File: config.mk
export PLATFORM = sky130hd
export DESIGN_NAME = reg_dump_reader
export DESIGN_NICKNAME = d
export VERILOG_FILES = /design/src/rtl/reg_dump_reader.sv
export SDC_FILE = /design/constraint.sdc
export NUM_CORES = 1
export LEC_CHECK = 0
export BUFFER_PORTS_ARGS = -buffer_cell sky130_fd_sc_hd__clkbuf_2
export CAP_MARGIN = 20
export CORE_UTILIZATION = 47
export DETAILED_ROUTE_END_ITERATION = 16
export PLACE_DENSITY_LB_ADDON = 0.15
export SLEW_MARGIN = 20
export SYNTH_ARGS = -nofsm -noshare
export SYNTH_HDL_FRONTEND = slang
export SYNTH_SLANG_ARGS = --single-unit
export TNS_END_PERCENT = 30
File: constraint.sdc
create_clock -name CLK -period 2.2 [get_ports CLK]
set_clock_uncertainty 0.05 [all_clocks]
set_input_delay 0.44 -clock CLK [delete_from_list [all_inputs] [get_ports CLK]]
set_output_delay 0.44 -clock CLK [all_outputs]
set_load 0.05 [all_outputs]
File: src/rtl/reg_dump_reader.sv
`default_nettype none
// ============================================================================
// Module      : reg_dump_reader
// Description : Sequential debug reader for a 32x32 register file. On START
//               it walks the second read port through every register index,
//               captures each word and streams it out with its index over a
//               valid/ready handshake. It never writes the register file.
// Config      : REG_DUMP_SKIP_X0_EN - when defined, the walk starts at index 1
//               and x0 is never emitted. When undefined, the walk starts at 0.
// Revision    : 1.0 - initial release
// ============================================================================
module reg_dump_reader #(
   parameter int NREGS  = 32,
   parameter int ADDR_W = 5,
   parameter int DATA_W = 32
) (
   input  logic              CLK,
   input  logic              RESET_N,
   input  logic              START,
   output logic              BUSY,
   output logic              DONE,
   output logic [ADDR_W-1:0] RD_ADDR,
   input  logic [DATA_W-1:0] RD_DATA,
   output logic              OUT_VALID,
   input  logic              OUT_READY,
   output logic [DATA_W-1:0] OUT_DATA,
   output logic [ADDR_W-1:0] OUT_IDX,
   output logic              OUT_LAST
);

   // First index of the walk: x0 is optionally skipped.
`ifdef REG_DUMP_SKIP_X0_EN
   localparam logic [ADDR_W-1:0] c_FIRST = ADDR_W'(1);
`else
   localparam logic [ADDR_W-1:0] c_FIRST = ADDR_W'(0);
`endif

   // Final index of the walk; the address never wraps past it.
   localparam logic [ADDR_W-1:0] c_LAST = ADDR_W'(NREGS - 1);

   typedef enum logic [1:0] {
      S_IDLE = 2'd0,
      S_LOAD = 2'd1,
      S_SEND = 2'd2,
      S_FIN  = 2'd3
   } state_t;

   state_t            r_state;
   state_t            w_state_nxt;
   logic [ADDR_W-1:0] r_rd_addr;
   logic [ADDR_W-1:0] w_rd_addr_nxt;
   logic [DATA_W-1:0] r_out_data;
   logic [DATA_W-1:0] w_out_data_nxt;
   logic [ADDR_W-1:0] r_out_idx;
   logic [ADDR_W-1:0] w_out_idx_nxt;
   logic              r_out_last;
   logic              w_out_last_nxt;
   logic              r_out_valid;
   logic              w_out_valid_nxt;

   // State and datapath registers; reset aborts any dump in progress.
   always_ff @(posedge CLK or negedge RESET_N) begin
      if (!RESET_N) begin
         r_state     <= S_IDLE;
         r_rd_addr   <= '0;
         r_out_data  <= '0;
         r_out_idx   <= '0;
         r_out_last  <= 1'b0;
         r_out_valid <= 1'b0;
      end else begin
         r_state     <= w_state_nxt;
         r_rd_addr   <= w_rd_addr_nxt;
         r_out_data  <= w_out_data_nxt;
         r_out_idx   <= w_out_idx_nxt;
         r_out_last  <= w_out_last_nxt;
         r_out_valid <= w_out_valid_nxt;
      end
   end

   // Next-state and next-datapath logic: hold everything unless a state acts.
   always_comb begin
      w_state_nxt     = r_state;
      w_rd_addr_nxt   = r_rd_addr;
      w_out_data_nxt  = r_out_data;
      w_out_idx_nxt   = r_out_idx;
      w_out_last_nxt  = r_out_last;
      w_out_valid_nxt = r_out_valid;

      case (r_state)
         S_IDLE: begin
            if (START) begin
               w_rd_addr_nxt = c_FIRST;
               w_state_nxt   = S_LOAD;
            end
         end

         S_LOAD: begin
            // RD_DATA is combinational for the registered RD_ADDR, so the
            // word captured here reflects register contents this cycle.
            w_out_data_nxt  = RD_DATA;
            w_out_idx_nxt   = r_rd_addr;
            w_out_last_nxt  = (r_rd_addr == c_LAST);
            w_out_valid_nxt = 1'b1;
            w_state_nxt     = S_SEND;
         end

         S_SEND: begin
            // Outputs stay frozen until the consumer takes the word.
            if (r_out_valid && OUT_READY) begin
               w_out_valid_nxt = 1'b0;
               if (r_out_last) begin
                  w_state_nxt = S_FIN;
               end else begin
                  w_rd_addr_nxt = r_rd_addr + ADDR_W'(1);
                  w_state_nxt   = S_LOAD;
               end
            end
         end

         S_FIN: begin
            w_state_nxt = S_IDLE;
         end

         default: begin
            w_state_nxt = S_IDLE;
         end
      endcase
   end

   assign BUSY      = (r_state != S_IDLE);
   assign DONE      = (r_state == S_FIN);
   assign RD_ADDR   = r_rd_addr;
   assign OUT_VALID = r_out_valid;
   assign OUT_DATA  = r_out_data;
   assign OUT_IDX   = r_out_idx;
   assign OUT_LAST  = r_out_last;

endmodule
`default_nettype wire

==> impl_metrics.toml <==
[outcome]
status = "finished, final reports clean"

[floorplanning]
row_count = 22
pin_count = 82
fp.dieW_um = 66.2
core_um2 = 3800
initial_core_util_pct = 51.0
die_y_um = 66.2
dieArea_um2 = 4380

[detailed_routing]
via_per_inst = 5.00
vias = 1295
first_pass_iters = 4
wl_um = 3410
ant_nets = 0
wl_per_cell_um = 13.2
drtIter0Drc = 48
drc = 0

[sta]
fin_crit_sh_pct = 86.1
rsz0062_at_grt = "no"
finalCriticalPeriod_ps = 1890
slew_headroom_pct = 62.2
max_freq_mhz = 528
hold_viol = 0
setup_violations = 0
worst_slew_pin_slew_ps = 567
fin_tns_setup_ps = 0
slew_violations = 0

[synthesis]
yosys-top-cells-area = "dfrtp_1, mux2_2, buf_6"
ys_ff_latch = 46
synth_top_area_share_pct = 59.4
synth_area_um2 = 1940
yosysSeqAreaShare_pct = 59.4
synth_simple_gate_area_share_pct = 7.11
synth_top_family_by_area = "multiplexers"
synth_cell_type_count = 30
syn_inst = 127
yosysWarnings = 0
yosysMostFrequentCell = "dfrtp_1"
ys_async_sr_fraction_pct = 100
synth_nets = 165
synth_compound_area_share_pct = 4.78
avgSynthCellArea_um2 = 15.3
synthMuxAreaShare_pct = 24.0
synth_xor_xnor_area_share_pct = 0
synth_fa_ha_area_share_pct = 1.29
netlist_top_cells_count = "dfrtp_1, mux2_2, buf_6"
synth-edff-count = 0
synth-main-ff-cell = "dfrtp_1"
yosys.area.top_type = "dfrtp_1"

[critical_path]
rr_startpoint = "RD_ADDR[0]$_DFFE_PN0P_"
reg2reg_to = "RD_ADDR[4]$_DFFE_PN0P_"
worstPathArrival_ps = 2020
endpoint_kind = "flop"
required_ps = 2330
crit_path_start_kind = "flop"
r2r.worst_path.cells = 6
r2r_slack_ps = 310
crit_fanout = 7
critPathKind = "flop to flop"

[clocking]
cts_setup_buffers = 0
clk_latency_ps = 290
cts_buffers = 5
clkTransAtPathRegs_ps = 80
postCtsHoldBufs = 0
cts_tree = "built"
cts_resized = 0
cts.sinks = 46
clock_path_buffers = 2
cts_root_buffer = "clkbuf_8"
cts_max_level = 2

[layout]
diodes = 0
drive_gt1_share_pct = 66.4
fillers = 311
area_delta_synth_final_pct = 26.7
fin_nets = 248

[placement]
place_hpwl_um = 2580
io_buffers = 81
gp_congestion = 0.790

[global_route]
antenna_found_initial = 0
grtUsageTotal_pct = 18.1
overflow = 0
grt_pass1_wl_um = 5860
grt_max_degree = 41
grt_pass1_vias = 1316

[flow_run]
maxCapViolations = 0

[hold_path]
min_path_type = "input port to async pin"
==> how the worst max path moves through the flow <==
stage,slack [ps],from,cells after the start,endpoint
3_3_place_gp,380,RD_ADDR[0]$_DFFE_PN0P_,6,RD_ADDR[4]$_DFFE_PN0P_
4_1_cts,300,RD_ADDR[0]$_DFFE_PN0P_,6,RD_ADDR[4]$_DFFE_PN0P_
6_report,310,RD_ADDR[0]$_DFFE_PN0P_,6,RD_ADDR[4]$_DFFE_PN0P_
2_1_floorplan,160,RD_ADDR[0]$_DFFE_PN0P_,6,RD_ADDR[4]$_DFFE_PN0P_
3_5_place_dp,320,RD_ADDR[0]$_DFFE_PN0P_,6,RD_ADDR[4]$_DFFE_PN0P_
5_1_grt,220,RD_ADDR[0]$_DFFE_PN0P_,6,RD_ADDR[4]$_DFFE_PN0P_
==> layout by cell type (no fill, tap or decap), drive strengths merged, types with 2 or more instances in the layout <==
cell type / n
a22o: 3
and2: 2
nor2: 3
nand4b: 2
dfrtp: 46
mux2: 41
nor2b: 2
ha: 2
o21bai: 2
nand3: 3
clkbuf: 88
or2: 2
==> registers in the layout, summed over array words and instances (netlist names) <==
name	cells
OUT_DATA	32
OUT_LAST	1
OUT_VALID	1
RD_ADDR	5
r_state	2
OUT_IDX	5
==> logic make-up (layout without fill, tap and decap cells) <==
kind of cell / count (synthesis) / after routing
multiplexers: 41 / 41
adder cells (fa/ha/maj): 2 / 2
AND/OR/NAND/NOR: 21 / 21
AO/OA/AOI/OAI: 10 / 10
buffers and inverters: 7 / 91
flip-flops: 46 / 46
==> per-stage QoR <==
step	hold slack [ps]	instances	setup slack (ps)	utilization [%]	instance area [µm²]
after floorplan	94.4	127	155	-	1940
after global placement	373	251	385	61.8	2350
after detailed placement	395	251	316	61.8	2350
after CTS	69.6	259	299	64.6	2450
after global routing	94.9	259	216	64.6	2450
final	60.7	259	307	64.6	2450
==> layer usage <==
metal	up-vias	part of all wire (%)	track usage (%)
met1	619	41	21.6
li1	615	-	-
met4	0	1.6	6.12
met3	6	7.8	6.38
met5	-	0	0
met2	55	49	30.2
==> critical path, cell delays in order (launching register included) <==
cell and delay [ps]:
dfrtp_1 440, ha_1 250, and3_1 190, ha_1 260, nor2b_1 120, mux2_2 270, a22o_2 210
==> area by class of cell <==
type | count | area [µm²] | area share [%]
Clock inverter | 1 | 8.76 | 0.357
Multi-Input combinational cell | 74 | 721 | 29.4
Timing Repair Buffer | 82 | 413 | 16.8
Clock buffer | 7 | 96.3 | 3.93
Inverter | 1 | 3.75 | 0.153
Sequential cell | 46 | 1150 | 46.9
Tap cell | 48 | 60.1 | 2.45
Power is left out: the tool's default activity adds up to more than one toggle a clock period on the data nets, which glitch-free logic cannot reach.
